$ cat src/rtl/alu_seq_core.sv
// alu_seq_core
// Handshaked ALU datapath with an 8-entry register file. Single-cycle ops
// finish in one cycle. MUL (shift-add), DIV and MOD (restoring division) take
// WIDTH iterations in EXEC. Results are held on a valid/ready output channel.
// Ports:
//   clk, rst                 rising-edge clock, synchronous active-high reset
//   in_valid/in_ready        instruction channel, in_inst = {rd,rs1,rs2,func,opcode}
//   out_valid/out_ready      result channel
//   out_result               2*WIDTH result (zero-extended except MUL)
//   out_zero/carry/div0      result flags
//   busy                     block is not idle
module alu_seq_core #(
  parameter int WIDTH = 8
) (
  input  logic               clk,
  input  logic               rst,
  input  logic               in_valid,
  output logic               in_ready,
  input  logic [15:0]        in_inst,
  output logic               out_valid,
  input  logic               out_ready,
  output logic [2*WIDTH-1:0] out_result,
  output logic               out_zero,
  output logic               out_carry,
  output logic               out_div0,
  output logic               busy
);
  localparam int W2 = 2 * WIDTH;
  localparam int CW = $clog2(WIDTH + 1);
  localparam logic [CW-1:0]    CNT_LAST  = CW'(WIDTH);
  localparam logic [WIDTH-1:0] SHIFT_LIM = WIDTH'(WIDTH);

  localparam logic [2:0] OP_LDI = 3'b001;
  localparam logic [2:0] OP_CMP = 3'b010;
  localparam logic [2:0] OP_ALU = 3'b011;

  localparam logic [3:0] F_AND  = 4'd0;
  localparam logic [3:0] F_OR   = 4'd1;
  localparam logic [3:0] F_XOR  = 4'd2;
  localparam logic [3:0] F_NAND = 4'd3;
  localparam logic [3:0] F_NOR  = 4'd4;
  localparam logic [3:0] F_XNOR = 4'd5;
  localparam logic [3:0] F_ADD  = 4'd6;
  localparam logic [3:0] F_SUB  = 4'd7;
  localparam logic [3:0] F_MUL  = 4'd8;
  localparam logic [3:0] F_DIV  = 4'd9;
  localparam logic [3:0] F_MOD  = 4'd10;
  localparam logic [3:0] F_LT   = 4'd11;
  localparam logic [3:0] F_GT   = 4'd12;
  localparam logic [3:0] F_EQ   = 4'd13;
  localparam logic [3:0] F_SHL  = 4'd14;
  localparam logic [3:0] F_SHR  = 4'd15;

  typedef enum logic [1:0] {S_IDLE = 2'd0, S_EXEC = 2'd1, S_DONE = 2'd2} state_t;
  state_t r_state, w_state_nxt;

  logic [WIDTH-1:0] r_rf [8];

  // iterative unit context
  logic [3:0]       r_func;
  logic [2:0]       r_rd;
  logic             r_wb;
  logic [CW-1:0]    r_cnt;
  logic [W2-1:0]    r_acc, r_mcand;
  logic [WIDTH-1:0] r_mplier, r_quo, r_rem, r_dvs;

  // output registers
  logic [W2-1:0]    r_result;
  logic             r_zero, r_carry, r_div0;

  logic [2:0]       w_opcode, w_rs1, w_rs2, w_rd, w_rd_hi, w_it_rd_hi;
  logic [3:0]       w_func;
  logic [WIDTH-1:0] w_a, w_b, w_alu_lo;
  logic             w_alu_carry, w_alu_div0;
  logic             w_accept, w_is_alu, w_is_iter;
  logic [W2-1:0]    w_sc_res, w_it_res;
  logic             w_sc_carry, w_sc_div0, w_sc_wb, w_sc_wb_hi;
  logic [WIDTH:0]   w_div_shift, w_div_trial;

  assign w_opcode   = in_inst[2:0];
  assign w_func     = in_inst[6:3];
  assign w_rs2      = in_inst[9:7];
  assign w_rs1      = in_inst[12:10];
  assign w_rd       = in_inst[15:13];
  assign w_rd_hi    = w_rd + 3'd1;   // wraps r7 -> r0
  assign w_it_rd_hi = r_rd + 3'd1;
  assign w_a        = r_rf[w_rs1];
  assign w_b        = r_rf[w_rs2];
  assign w_accept   = in_valid & in_ready;
  assign w_is_alu   = (w_opcode == OP_ALU) || (w_opcode == OP_CMP);
  // a zero divisor/multiplier is resolved in one cycle
  assign w_is_iter  = w_is_alu && (w_b != '0) &&
                      ((w_func == F_MUL) || (w_func == F_DIV) || (w_func == F_MOD));

  // restoring division step: shift in the next dividend bit, try subtracting
  assign w_div_shift = {r_rem, r_quo[WIDTH-1]};
  assign w_div_trial = w_div_shift - {1'b0, r_dvs};

  // single-cycle ALU result
  always_comb begin
    w_alu_lo    = '0;
    w_alu_carry = 1'b0;
    w_alu_div0  = 1'b0;
    case (w_func)
      F_AND:  w_alu_lo = w_a & w_b;
      F_OR:   w_alu_lo = w_a | w_b;
      F_XOR:  w_alu_lo = w_a ^ w_b;
      F_NAND: w_alu_lo = ~(w_a & w_b);
      F_NOR:  w_alu_lo = ~(w_a | w_b);
      F_XNOR: w_alu_lo = ~(w_a ^ w_b);
      F_ADD:  {w_alu_carry, w_alu_lo} = {1'b0, w_a} + {1'b0, w_b};
      F_SUB: begin
        w_alu_lo    = w_a - w_b;
        w_alu_carry = (w_a < w_b);
      end
      F_MUL:  w_alu_lo = '0;   // only reached with b == 0
      F_DIV: begin
        w_alu_lo   = '1;
        w_alu_div0 = (w_b == '0);
      end
      F_MOD: begin
        w_alu_lo   = w_a;
        w_alu_div0 = (w_b == '0);
      end
      F_LT:   w_alu_lo = {{(WIDTH-1){1'b0}}, (w_a < w_b)};
      F_GT:   w_alu_lo = {{(WIDTH-1){1'b0}}, (w_a > w_b)};
      F_EQ:   w_alu_lo = {{(WIDTH-1){1'b0}}, (w_a == w_b)};
      F_SHL: begin
        if (w_b >= SHIFT_LIM) w_alu_lo = '0;
        else                  w_alu_lo = w_a << w_b;
      end
      F_SHR: begin
        if (w_b >= SHIFT_LIM) w_alu_lo = '0;
        else                  w_alu_lo = w_a >> w_b;
      end
      default: w_alu_lo = '0;
    endcase
  end

  // opcode selection for the one-cycle path
  always_comb begin
    w_sc_res   = '0;
    w_sc_carry = 1'b0;
    w_sc_div0  = 1'b0;
    w_sc_wb    = 1'b0;
    w_sc_wb_hi = 1'b0;
    case (w_opcode)
      OP_ALU, OP_CMP: begin
        w_sc_res   = {{WIDTH{1'b0}}, w_alu_lo};
        w_sc_carry = w_alu_carry;
        w_sc_div0  = w_alu_div0;
        w_sc_wb    = (w_opcode == OP_ALU);
        w_sc_wb_hi = (w_opcode == OP_ALU) && (w_func == F_MUL);
      end
      OP_LDI: begin
        w_sc_res = {{WIDTH{1'b0}}, WIDTH'(in_inst[12:3])};
        w_sc_wb  = 1'b1;
      end
      default: w_sc_res = '0;
    endcase
  end

  // final result of the iterative unit
  always_comb begin
    case (r_func)
      F_MUL:   w_it_res = r_acc;
      F_DIV:   w_it_res = {{WIDTH{1'b0}}, r_quo};
      F_MOD:   w_it_res = {{WIDTH{1'b0}}, r_rem};
      default: w_it_res = '0;
    endcase
  end

  // state register
  always_ff @(posedge clk) begin
    if (rst) r_state <= S_IDLE;
    else     r_state <= w_state_nxt;
  end

  // next-state logic
  always_comb begin
    w_state_nxt = r_state;
    case (r_state)
      S_IDLE: begin
        if (w_accept) w_state_nxt = w_is_iter ? S_EXEC : S_DONE;
        else          w_state_nxt = S_IDLE;
      end
      S_EXEC: begin
        if (r_cnt == CNT_LAST) w_state_nxt = S_DONE;
        else                   w_state_nxt = S_EXEC;
      end
      S_DONE: begin
        if (w_accept)       w_state_nxt = w_is_iter ? S_EXEC : S_DONE;
        else if (out_ready) w_state_nxt = S_IDLE;
        else                w_state_nxt = S_DONE;
      end
      default: w_state_nxt = S_IDLE;
    endcase
  end

  // handshake/status outputs
  always_comb begin
    in_ready  = (r_state == S_IDLE) || ((r_state == S_DONE) && out_ready);
    out_valid = (r_state == S_DONE);
    busy      = (r_state != S_IDLE);
  end

  // datapath: register file, iterative unit, output registers
  always_ff @(posedge clk) begin
    if (rst) begin
      for (int i = 0; i < 8; i++) r_rf[i] <= WIDTH'(i);
      r_func   <= 4'd0;
      r_rd     <= 3'd0;
      r_wb     <= 1'b0;
      r_cnt    <= '0;
      r_acc    <= '0;
      r_mcand  <= '0;
      r_mplier <= '0;
      r_quo    <= '0;
      r_rem    <= '0;
      r_dvs    <= '0;
      r_result <= '0;
      r_zero   <= 1'b0;
      r_carry  <= 1'b0;
      r_div0   <= 1'b0;
    end else if (w_accept) begin
      if (w_is_iter) begin
        r_func   <= w_func;
        r_rd     <= w_rd;
        r_wb     <= (w_opcode == OP_ALU);
        r_cnt    <= '0;
        r_acc    <= '0;
        r_mcand  <= {{WIDTH{1'b0}}, w_a};
        r_mplier <= w_b;
        r_rem    <= '0;
        r_quo    <= w_a;
        r_dvs    <= w_b;
      end else begin
        r_result <= w_sc_res;
        r_zero   <= (w_sc_res == '0);
        r_carry  <= w_sc_carry;
        r_div0   <= w_sc_div0;
        if (w_sc_wb)    r_rf[w_rd]    <= w_sc_res[WIDTH-1:0];
        if (w_sc_wb_hi) r_rf[w_rd_hi] <= w_sc_res[W2-1:WIDTH];
      end
    end else if (r_state == S_EXEC) begin
      if (r_cnt == CNT_LAST) begin
        r_result <= w_it_res;
        r_zero   <= (w_it_res == '0);
        r_carry  <= 1'b0;
        r_div0   <= 1'b0;
        if (r_wb) r_rf[r_rd] <= w_it_res[WIDTH-1:0];
        if (r_wb && (r_func == F_MUL)) r_rf[w_it_rd_hi] <= w_it_res[W2-1:WIDTH];
      end else begin
        r_cnt    <= r_cnt + CW'(1);
        // both units step every cycle; r_func picks which result is used
        if (r_mplier[0]) r_acc <= r_acc + r_mcand;
        r_mcand  <= {r_mcand[W2-2:0], 1'b0};
        r_mplier <= {1'b0, r_mplier[WIDTH-1:1]};
        if (!w_div_trial[WIDTH]) begin
          r_rem <= w_div_trial[WIDTH-1:0];
          r_quo <= {r_quo[WIDTH-2:0], 1'b1};
        end else begin
          r_rem <= w_div_shift[WIDTH-1:0];
          r_quo <= {r_quo[WIDTH-2:0], 1'b0};
        end
      end
    end
  end

  assign out_result = r_result;
  assign out_zero   = r_zero;
  assign out_carry  = r_carry;
  assign out_div0   = r_div0;
endmodule
$ cat config.mk
export PLATFORM = sky130hd
export DESIGN_NAME = alu_seq_core
export DESIGN_NICKNAME = d
export VERILOG_FILES = /design/src/rtl/alu_seq_core.sv
export SDC_FILE = /design/constraint.sdc
export NUM_CORES = 1
export LEC_CHECK = 0
export ABC_AREA = 1
export ABC_CLOCK_PERIOD_IN_PS = 4600
export CAP_MARGIN = 0
export CORE_ASPECT_RATIO = 1.75
export CORE_UTILIZATION = 48
export CTS_BUF_LIST = sky130_fd_sc_hd__clkbuf_4 sky130_fd_sc_hd__clkbuf_8
export DETAILED_ROUTE_END_ITERATION = 16
export HOLD_SLACK_MARGIN = 0.03
export PLACE_DENSITY_LB_ADDON = 0.25
export SYNTH_ARGS = -nofsm -noshare
export SYNTH_HDL_FRONTEND = slang
export SYNTH_SLANG_ARGS = --single-unit
export TNS_END_PERCENT = 30
$ cat constraint.sdc
create_clock -name clk -period 4.6 [get_ports clk]
set_input_delay 0.69 -clock clk [delete_from_list [all_inputs] [get_ports clk]]
set_output_delay 0.69 -clock clk [all_outputs]
set_load 0.05 [all_outputs]
# Word-level counts from Yosys, hierarchy flattened
# Memory sizes are Yosys's and may differ from the RTL's.
# Index checks and enable logic that the tools add are counted.
[word_totals]
ff_bits = 97
latch_bits = 0
ram_bits = 64
romBits = 0
input_bits = 20
out_inout_bits = 22
word_cells = 186
n_memories = 1
[op_classes]
n_addsub = 7
n_mul = 0
div_mod_pow = 0
order_cmp = 3
n_eq_ne = 28
n_shift = 2
n_mux = 94
n_bitwise = 7
reduce_logical = 29
[mem_list]
columns = ["name", "depth", "word_bits", "rd", "rd_clocked_by_memory_dff", "wr", "line", "text"]
rows = [
  ["r_rf", 8, 8, 2, 0, 8, "57", "logic [WIDTH-1:0] r_rf [8];"],
]
[op_table]
columns = ["operator", "n"]
rows = [
  ["16-bit two-way mux", 13],
  ["8-bit two-way mux", 19],
  ["8-bit case mux with 16 select lines", 1],
  ["4-bit equality test (second input constant)", 12],
  ["16-bit case mux with 3 select lines", 1],
  ["1-bit two-way mux", 43],
  ["16-bit logical NOT", 2],
  ["8-bit OR reduction", 4],
  ["8-bit inverter", 3],
  ["16-bit adder", 1],
  ["4-bit by 3-bit equality test with 1-bit output (second input constant)", 4],
  ["4-bit two-way mux", 4],
  ["8-bit case mux with 2 select lines", 1],
  ["3-bit two-way mux", 4],
  ["2-bit two-way mux", 5],
  ["8-bit by 8-bit adder with 9-bit output", 1],
  ["9-bit by 8-bit subtractor with 9-bit output", 1],
  ["8-bit bitwise AND", 1],
  ["4-bit by 2-bit equality test with 1-bit output (second input constant)", 2],
  ["8-bit equality test", 1],
  ["8-bit by 4-bit >= comparator with 1-bit output (second input constant)", 1],
  ["8-bit greater-than comparator", 1],
  ["8-bit logical NOT", 1],
  ["8-bit less-than comparator", 1],
  ["27 further kinds", 43],
]

# Depth between registers and ports, before layout
# Gate-level depths: netlist of the first run.
[logic_depth]
depth_word = 11
mapped_depth = 27
ltp_nobuf = 26

# Least setup slack after synthesis of the first run
# Ideal clock, no wire load.
[synth_path]
path_kind = "input -> register"
start = "input port in_inst[10]"
end = "memory r_rf[2][6] (data pin)"
setup_time_ns = 0.279
t_arrival_ns = 3.725
t_required_ns = 4.321
slack_ns = 0.596
path_stages = 24
n_path_buf = 3
path_cell_list = "buf_2 > buf_2 > a21oi_1 > o21ai_0 > nand2_1 > inv_1 > o21ai_1 > inv_1 > ha_1 > clkbuf_1 > nand3_1 > nand2_1 > nand2_1 > nand2_1 > a21oi_1 > or2_2 > nand3_1 > nand3_1 > nor2_1 > nand2_1 > a21oi_1 > nand2_1 > o21ai_1 > o22ai_1"
[synth_lines]
columns = ["item", "line", "text"]
rows = [
  ["from (decl)", "19", "input logic [15:0] in_inst,"],
  ["to (decl)", "57", ""],
]

==> flow_summary.toml, run 1 <==
[flow_run]
drv_cap = 0

[yosys]
syn-num-nets = 1705
syn-cell-area_mm2 = 0.01130
ys_ff_latch = 161
ys_seq_area_share_pct = 34.20
syn_inst = 1630
async_reset_ff_share_pct = 0
synth_ff_type = "dfxtp_1"
postSynthAreaPerCell_um2 = 6.931
yosysUniqueCellTypes = 55
synth_edf_count = 64
ys_warn_count = 0

[layout]
final_common_cell = "nand2_1"
final_nets = 1810
diodes = 0
final_cell_mix = "nand2_1, inv_1, a21oi_1, nor2_1, o21ai_0"
area_growth_pct = 15.36
drive_gt1_share_pct = 11.38
n_fill_cell = 2271
finish.utilization_pct = 56.85
final_cells = 2048

[critical_path]
cp.arrival_ns = 4.71
required_ns = 4.82
end_kind = "flop"
critical_path_class = "in2reg"
crit_path_start_kind = "input port"
crit_fanout = 20

[route]
via_per_inst = 5.802
drcViolationCount = 0
drt_iter0_markers = 979
wl_mm = 40.74
ant_nets = 0
firstDrtPassIters = 5
wl_per_cell_um = 19.89
vias = 11880

[global_routing]
antenna_found_initial = 0
grt_pass1_vias = 11620
grt_remaining_overflow = 0
grt_max_degree = 53
grtUsageTotal_pct = 34.25
grt_pass1_wl_mm = 63.38

[clock_network]
cts_root_buffer = "clkbuf_8"
postCtsResizedCells = 0
cts_buffers = 17
cts_setup_buffers = 0
clock-sinks = 161
holdBufCountCts = 0
tritoncts = "done"
ctsLongestPathBuffers = 2
clk_pin_slew_ns = 0.10
insertion_delay_ns = 0.49
htree_levels = 4

[power_and_ir_drop]
p_int_mw = 2.245
vdd_drop_max_mv = 0.2786
seq_power_share_pct = 44.3
swShare_pct = 35.72
p_leak_nw = 5.686
power_frac_comb_pct = 26.5
powerDensity_mw_per_mm2 = 268.0
p_clk_share_pct = 29.2
p_switching_mw = 1.247

[timing]
timing.final.hold_violations = 0
final.setup.tns_ns = 0
finalSetupViolations = 0
layout_min_cycle_time_ns = 4.487
hold_slack_ns = 0.4453
fin_crit_sh_pct = 97.54
fmax_ghz = 0.2229
rsz0062_at_grt = "no"
worstMarginPinSlew_ns = 1.048
slew_headroom_pct = 29.59
drv_slew = 0
finClkSkew_ns = 0.01221

[floorplan]
ios = 42
fp.dieW_um = 118.0
core-area_mm2 = 0.02293
die_y_um = 204.9
rows = 73
dieArea_mm2 = 0.02418
initial_core_util_pct = 49.28

[worst_hold_path]
worstHoldPathType = "reg2reg"

[placed_design]
io_buffer_count = 41
dp_hpwl_mm = 31.99
place_congestion = 0.9826
dp_cells = 2016

[outcome]
outcome = "finished clean"
-- area by class of cell --
| type | count | area [um2] | share of cell area, % |
|---|---|---|---|
| clock inverter | 15 | 143.9 | 1.104 |
| inverter | 237 | 889.6 | 6.826 |
| timing repair buffer | 151 | 1286 | 9.869 |
| sequential | 161 | 3864 | 29.65 |
| multi-input combinational | 1167 | 6240 | 47.88 |
| tap | 300 | 375.4 | 2.880 |
| clock buffer | 17 | 234.0 | 1.795 |
-- critical path, stage by stage --
cell and delay, ns:
clkdlybuf4s50_1 0.51, buf_12 0.17, buf_4 0.20, a21oi_1 0.08, o21ai_0 0.08, nand3_1 0.23, o21ai_2 0.15, buf_4 0.16
inv_1 0.06, ha_1 0.27, a21oi_1 0.23, nand2_1 0.11, nand2_1 0.09, nand2_1 0.07, a21oi_1 0.22, xor2_1 0.17
nor2_1 0.06, nor2_1 0.18, nand2_1 0.14, inv_1 0.07, nand2_1 0.06, a21oi_1 0.21, nand2_1 0.09, o21ai_2 0.20
o22ai_1 0.17
-- registers in the layout, summed over array words and instances (netlist names), 2 cells and up --
name and flops:
out_result 16, r_acc 16, r_cnt 4, r_dvs 8, r_func 4, r_mcand 16, r_mplier 8, r_quo 8
r_rd 3, r_rem 8, r_rf 64, r_state 2
-- logic make-up (layout without fill, tap and decap cells) --
group                    after synthesis  in the layout  share of synthesized area (%)
AO/OA/AOI/OAI                        448            448                          22.78
buffers and inverters                302            420                          10.57
adder cells (fa/ha/maj)               55             55                          6.357
AND/OR/NAND/NOR                      655            655                          25.33
XOR/XNOR                               9              9                         0.7643
flip-flops                           161            161                          34.20
-- per-stage QoR --
stage	cell area (um2)	power (mW)	setup slack, ns
2_1_floorplan	11300	2.101	0.5959
3_3_place_gp	12650	2.488	-0.2419
3_5_place_dp	12650	2.486	-0.2109
4_1_cts	13030	3.487	0.2815
5_1_grt	13030	3.634	0.03323
6_report	13030	3.493	0.1131
-- path summary, 6_finish.rpt --
check / from / to / cells past startpoint / slack [ns]
worst max-delay path: in_inst[7] / r_rf[4][5] / 25 / 0.11
worst min-delay path: r_func[2] / r_func[2] / 2 / 0.45
worst max register to register: r_cnt[0] / r_rf[0][1] / 16 / 0.67
worst min register to register: r_func[2] / r_func[2] / 2 / 0.45
-- power groups by stage --
| stage | clock network, mW | logic (mW) | registers (mW) |
|---|---|---|---|
| after CTS | 1.03 | 0.913 | 1.55 |
| after detailed placement | 0 | 0.908 | 1.58 |
| after floorplan | 0 | 0.500 | 1.60 |
| final | 1.02 | 0.926 | 1.55 |
| after global routing | 1.08 | 1.00 | 1.55 |
| after global placement | 0 | 0.910 | 1.58 |
-- synthesized netlist by cell type, types with 8 or more instances --
cell      number  area share (%)
nand4_1        9            0.50
nor2_1       141             4.7
edfxtp_1      64              17
nand2_1      333              11
a21oi_1      144             6.4
inv_1        221             7.3
nor3_1        17            0.75
inv_2         12            0.40
buf_2         24             1.1
a31oi_1       22             1.2
a22oi_1        8            0.53
dfxtp_1       97              17
o21ai_1       19            0.84
o22ai_1       64             3.5
nand3_1      107             4.7
o21ai_0      129             5.7
clkbuf_1      34             1.1
ha_1          51             5.6
o211ai_1      21             1.4
-- per-layer routing --
metal / vias up / track usage (%) / wire, um
li1: 5737 / - / -
met1: 5557 / 38.01 / 15420
met2: 456 / 61.62 / 20570
met3: 133 / 4.259 / 2225
met4: 0 / 21.61 / 2514
met5: - / 0 / 0
Note: power is estimated with default switching activity, not from simulation.
==> run 2, diff against run 1 <==
--- a/config.mk
+++ b/config.mk
@@ -12,6 +12,7 @@
 export CORE_UTILIZATION = 48
 export CTS_BUF_LIST = sky130_fd_sc_hd__clkbuf_4 sky130_fd_sc_hd__clkbuf_8
 export DETAILED_ROUTE_END_ITERATION = 16
+export GPL_ROUTABILITY_DRIVEN = 0
 export HOLD_SLACK_MARGIN = 0.03
 export PLACE_DENSITY_LB_ADDON = 0.25
 export SYNTH_ARGS = -nofsm -noshare
==> run 2 against run 1 <==
- via count rose by 1.2%
- critical path type unchanged
- non-clock buffer count fell by 28
- largest cell class unchanged
- highest routed layer unchanged
- sequential cell count did not move
- sequential share of layout area rose by 0.39 points
- total power rose by 0.82%
==> flow_summary.toml, run 2 (synthesized netlist as in run 1, its figures left out) <==
[floorplan]
fp.dieW_um = 118.0
dieArea_mm2 = 0.02418
initial_core_util_pct = 49.28
rows = 73
ios = 42
die_y_um = 204.9
core-area_mm2 = 0.02293

[clock_network]
clk_pin_slew_ns = 0.09
tritoncts = "done"
cts_root_buffer = "clkbuf_8"
clock-sinks = 161
cts_setup_buffers = 0
htree_levels = 4
cts_buffers = 17
insertion_delay_ns = 0.49
ctsLongestPathBuffers = 2

[route]
dr_wl_met3_mm = 2.705
wl_mm = 39.31
top_layer_used = "met4"
drcViolationCount = 0
firstDrtPassIters = 6
m1WireLength_mm = 13.81
route.met2.wl_mm = 20.26
ant_nets = 0
vias = 12030
via_per_inst = 5.955
wl_per_cell_um = 19.46
drt_iter0_markers = 1192

[placed_design]
dp_cells = 1988
io_buffer_count = 41
dp_hpwl_mm = 30.35

[layout]
final_nets = 1782
final_common_cell = "nand2_1"
final-seq-area_mm2 = 0.003864
area_growth_pct = 13.86
multi_input_area_mm2 = 0.006247
diodes = 0
final_cell_mix = "nand2_1, inv_1, a21oi_1, nor2_1, o21ai_0"
final_cells = 2020
drive_gt1_share_pct = 9.884
largest_reg_flops = 64
top_register = "r_rf"
n_fill_cell = 2207

[critical_path]
critical_path_class = "in2reg"
crit_fanout = 15
path_cells = "clkdlybuf4s50_1 -> buf_4 -> buf_4 -> nand2_1 -> o211ai_1 -> nand3_1 -> o21ai_4 -> ha_1 -> a21oi_1 -> nand2_1 -> nand2_1 -> nand2_1 -> a21oi_1 -> xor2_1 -> nor2_1 -> nor2_1 -> nand2_1 -> inv_1 -> nand2_1 -> a21oi_1 -> nand2_1 -> o21ai_2 -> o22ai_1"
end_kind = "flop"
crit_path_start_kind = "input port"
max_stage_delay_ns = 0.46
crit_path_frequent_cell = "nand2_1"
rrSetupSlack_ns = 0.66
crit_slowest_cell = "clkdlybuf4s50_1"
cp.arrival_ns = 4.46
required_ns = 4.82

[timing]
layout_min_cycle_time_ns = 4.233
rsz0062_at_grt = "no"
fmax_ghz = 0.2362
drv_slew = 0
finClkSkew_ns = 0.01250
hold_slack_ns = 0.4543
worstMarginPinSlew_ns = 0.7001
finalSetupViolations = 0
final.setup.tns_ns = 0
slew_headroom_pct = 52.97
timing.final.hold_violations = 0
fin_crit_sh_pct = 92.03

[worst_hold_path]
worstHoldPathType = "reg2reg"

[global_routing]
grt_max_degree = 52
grt_pass1_vias = 11570
grt_remaining_overflow = 0
antenna_found_initial = 0
grtUsageTotal_pct = 33.17
grt_pass1_wl_mm = 61.73

[outcome]
outcome = "finished clean"

[power_and_ir_drop]
vdd_drop_max_mv = 0.2237
powerDensity_mw_per_mm2 = 273.8
p_total_mw = 3.521
p_leak_nw = 5.570

[flow_run]
drv_cap = 0
## run 2: final cells by class
type / count / share of cell area (%)
Sequential cell: 161 / 30.04
Clock buffer: 18 / 1.877
Inverter: 237 / 6.916
Tap cell: 300 / 2.918
Multi-Input combinational cell: 1167 / 48.57
Clock inverter: 14 / 1.313
Timing Repair Buffer: 123 / 8.366
## run 2: stage by stage
| stage | utilization (%) | cell area (um2) | setup WS, ns |
|---|---|---|---|
| global route | 56.10 | 12860 | 0.02716 |
| global placement | 54.28 | 12440 | -0.02431 |
| finish | 56.10 | 12860 | 0.3666 |
| floorplan | - | 11300 | 0.5959 |
| detailed placement | 54.28 | 12440 | -0.04790 |
| CTS | 56.07 | 12850 | 0.4441 |
## run 2: final timing paths
| path | startpoint | to | depth (start not counted) |
|---|---|---|---|
| max | in_inst[7] | r_rf[5][5] | 23 |
| min | r_func[2] | r_func[2] | 2 |
| max reg2reg | r_cnt[0] | r_rf[0][4] | 16 |
| min reg2reg | r_func[2] | r_func[2] | 2 |
## run 2: power breakdown
part	switching (mW)	internal, mW	total (mW)	leakage [nW]
registers	0.0279	1.52	1.55	1.42
logic	0.585	0.290	0.875	3.94
clock network	0.591	0.507	1.10	0.207
total	1.20	2.32	3.52	5.57
## run 2: what timing repair did
item	in CTS	in global routing
resized for setup	0	1
endpoints found under the setup margin	0	1
hold buffers	0	0
## run 2: worst max-delay path: cells and delay by family
kind / cells / cell delay [ns]
compound gates: 7 / 1.28
simple gates: 10 / 1.01
buf+inv: 4 / 0.92
fa+ha+maj: 1 / 0.37
xor+xnor: 1 / 0.18
## run 2: metal layers
layer  vias to the layer above  global-route usage, %
li1                       5681                      -
met1                      5576                  34.99
met2                       610                  61.01
met3                       162                  4.816
met4                         0                  21.66
met5                         -                      0
==> run 3, diff against run 2 <==
--- a/config.mk
+++ b/config.mk
@@ -6,11 +6,11 @@
 export NUM_CORES = 1
 export LEC_CHECK = 0
 export ABC_AREA = 1
-export ABC_CLOCK_PERIOD_IN_PS = 4600
+export ABC_CLOCK_PERIOD_IN_PS = 3400
 export CAP_MARGIN = 0
 export CORE_ASPECT_RATIO = 1.75
 export CORE_UTILIZATION = 48
-export CTS_BUF_LIST = sky130_fd_sc_hd__clkbuf_4 sky130_fd_sc_hd__clkbuf_8
+export CTS_BUF_LIST = sky130_fd_sc_hd__clkbuf_16
 export DETAILED_ROUTE_END_ITERATION = 16
 export GPL_ROUTABILITY_DRIVEN = 0
 export HOLD_SLACK_MARGIN = 0.03
==> constraint.sdc (replaced) <==
create_clock -name clk -period 3.4 [get_ports clk]
set_input_delay 0.51 -clock clk [delete_from_list [all_inputs] [get_ports clk]]
set_output_delay 0.51 -clock clk [all_outputs]
set_load 0.05 [all_outputs]
==> run 3 against run 2 <==
- final cell count up 8.7%
- utilization up 11 points
- design area up 20%
- routed wire length is 11% higher
- the flow now finishes with violations (setup timing)
- register-to-register slack worse by 0.71 ns
- worst setup slack lost 0.42 ns
- first-iteration DRC count is 6.0% higher
- clock skew about the same
- global-route usage is 2.7 points higher
- die area stayed put
==> flow_summary.toml, run 3 (synthesized netlist as in run 1, its figures left out) <==
[outcome]
outcome = "complete, but fails checks"
violations = "setup timing"

[route]
ant_nets = 0
via_per_inst = 5.949
drt_iter0_markers = 1263
wl_per_cell_um = 19.92
drcViolationCount = 0
wl_mm = 43.72
vias = 13060
firstDrtPassIters = 6

[power_and_ir_drop]
p_int_mw = 3.704
swShare_pct = 33.60
p_clk_share_pct = 32.8
powerDensity_mw_per_mm2 = 361.1
p_switching_mw = 1.874
seq_power_share_pct = 37.6
power_frac_comb_pct = 29.6
p_leak_nw = 6.681
vdd_drop_max_mv = 0.4070

[timing]
worstMarginPinSlew_ns = 0.6497
finalSetupViolations = 9
finClkSkew_ns = 0.01239
timing.final.hold_violations = 0
hold_slack_ns = 0.4547
setup_slack_ns = -0.04853
final.setup.tns_ns = -0.1549
slew_headroom_pct = 56.58
fin_crit_sh_pct = 101.4
rsz0062_at_grt = "yes"
fmax_ghz = 0.2900
drv_slew = 0
layout_min_cycle_time_ns = 3.449

[clock_network]
cts_root_buffer = "clkbuf_16"
cts_buffers = 17
tritoncts = "done"
ctsLongestPathBuffers = 2
clock-sinks = 161
holdBufCountCts = 0
htree_levels = 4
clk_pin_slew_ns = 0.07
insertion_delay_ns = 0.45

[layout]
final_cell_mix = "nand2_1, buf_4, inv_1, nor2_1, a21oi_1"
drive_gt1_share_pct = 27.12
final-seq-area_mm2 = 0.003864
finish.utilization_pct = 67.39
largest_reg_flops = 64
n_fill_cell = 1910
top_register = "r_rf"
final_nets = 1957
multi_input_area_mm2 = 0.007018
design_area_mm2 = 0.01545
area_growth_pct = 36.76
final_common_cell = "nand2_1"
diodes = 0

[critical_path]
critical_path_class = "reg2reg"
required_ns = 3.58
worstSetupStartpoint = "r_rf[0][0]"
cp.arrival_ns = 3.63
r2r-start = "r_rf[0][0]"
end_kind = "flop"
rrSetupSlack_ns = -0.05
crit_fanout = 8
crit_path_start_kind = "flop"

[floorplan]
fp.dieW_um = 118.0
initial_core_util_pct = 49.28
dieArea_mm2 = 0.02418
ios = 42
core-area_mm2 = 0.02293
rows = 73
die_y_um = 204.9

[global_routing]
grt_max_degree = 46
antenna_found_initial = 1
use_met2_pct = 63.47
grt_use_met1_pct = 36.27
grtUsageMet3_pct = 5.540
grt_remaining_overflow = 0
grtUsageTotal_pct = 35.87
busiest_layer = "met2"
grt_pass1_wl_mm = 66.43
grt_pass1_vias = 12800

[worst_hold_path]
worstHoldPathType = "reg2reg"
worstHoldStart = "r_func[2]"

[placed_design]
dp_slack_ns = -1.052
dp_hpwl_mm = 32.55
io_buffer_count = 41
place_area_mm2 = 0.01380

[flow_run]
drv_cap = 0
run 3: cell count changes in the layout (fill, tap and decap cells not counted), moves of 18 or more:
| cell | delta |
|---|---|
| a21oi_2 | +26 |
| o21ai_0 | -28 |
| clkbuf_16 | +18 |
| nand2_1 | -25 |
| buf_6 | +21 |
| inv_1 | -31 |
| nand2_2 | +22 |
| buf_4 | +136 |
| inv_2 | +28 |
| a21oi_1 | -29 |
run 3: area by class of cell:
| class | count | share of cell area (%) |
|---|---|---|
| Tap cell | 300 | 2.430 |
| Clock buffer | 17 | 2.753 |
| Timing Repair Buffer | 298 | 17.72 |
| Sequential cell | 161 | 25.01 |
| Clock inverter | 15 | 0.8341 |
| Multi-Input combinational cell | 1167 | 45.42 |
| Inverter | 237 | 5.831 |
run 3: path summary, 6_finish.rpt:
check	cells after the start	to
max	19	r_rf[2][6]
min	2	r_func[2]
max reg2reg	19	r_rf[2][6]
min reg2reg	2	r_func[2]
run 3: repair_timing:
action	4_1_cts	5_1_grt
gates resized for setup	74	191
cloned	3	1
pin swaps	21	84
setup endpoints to repair	138	128
hold endpoints to repair	0	0
buffers inserted	7	15
run 3: layer usage:
layer,wire [um],up-vias
met1,14740,6091
met5,7,-
li1,-,6036
met2,21880,682
met4,3979,2
met3,3107,246
run 3: power groups by stage:
stage | clock (mW) | sequential (mW) | combinational (mW)
floorplan | 0 | 2.17 | 0.697
global placement | 0 | 2.14 | 1.32
detailed placement | 0 | 2.14 | 1.33
CTS | 1.83 | 2.10 | 1.42
global route | 1.91 | 2.10 | 1.76
finish | 1.83 | 2.10 | 1.65
run 3: critical path, stage by stage (launching register included):
cell and delay (ns):
edfxtp_1 0.49, o21ai_1 0.20, o211ai_1 0.15, and2_4 0.19
inv_4 0.06, ha_4 0.12, inv_2 0.04, fa_2 0.42
a21oi_4 0.19, inv_1 0.07, nand2_1 0.06, nand2_1 0.06
o21ai_0 0.15, nand3_1 0.11, nor2_1 0.14, nand2_1 0.08
a21oi_2 0.24, nand2_2 0.11, o21ai_4 0.16, o22ai_1 0.14
run 3: metrics by stage:
step / power [mW] / instances
after floorplan: 2.862 / 1630
after global placement: 3.458 / 2138
after detailed placement: 3.473 / 2138
after CTS: 5.348 / 2180
after global routing: 5.779 / 2195
final: 5.579 / 2195
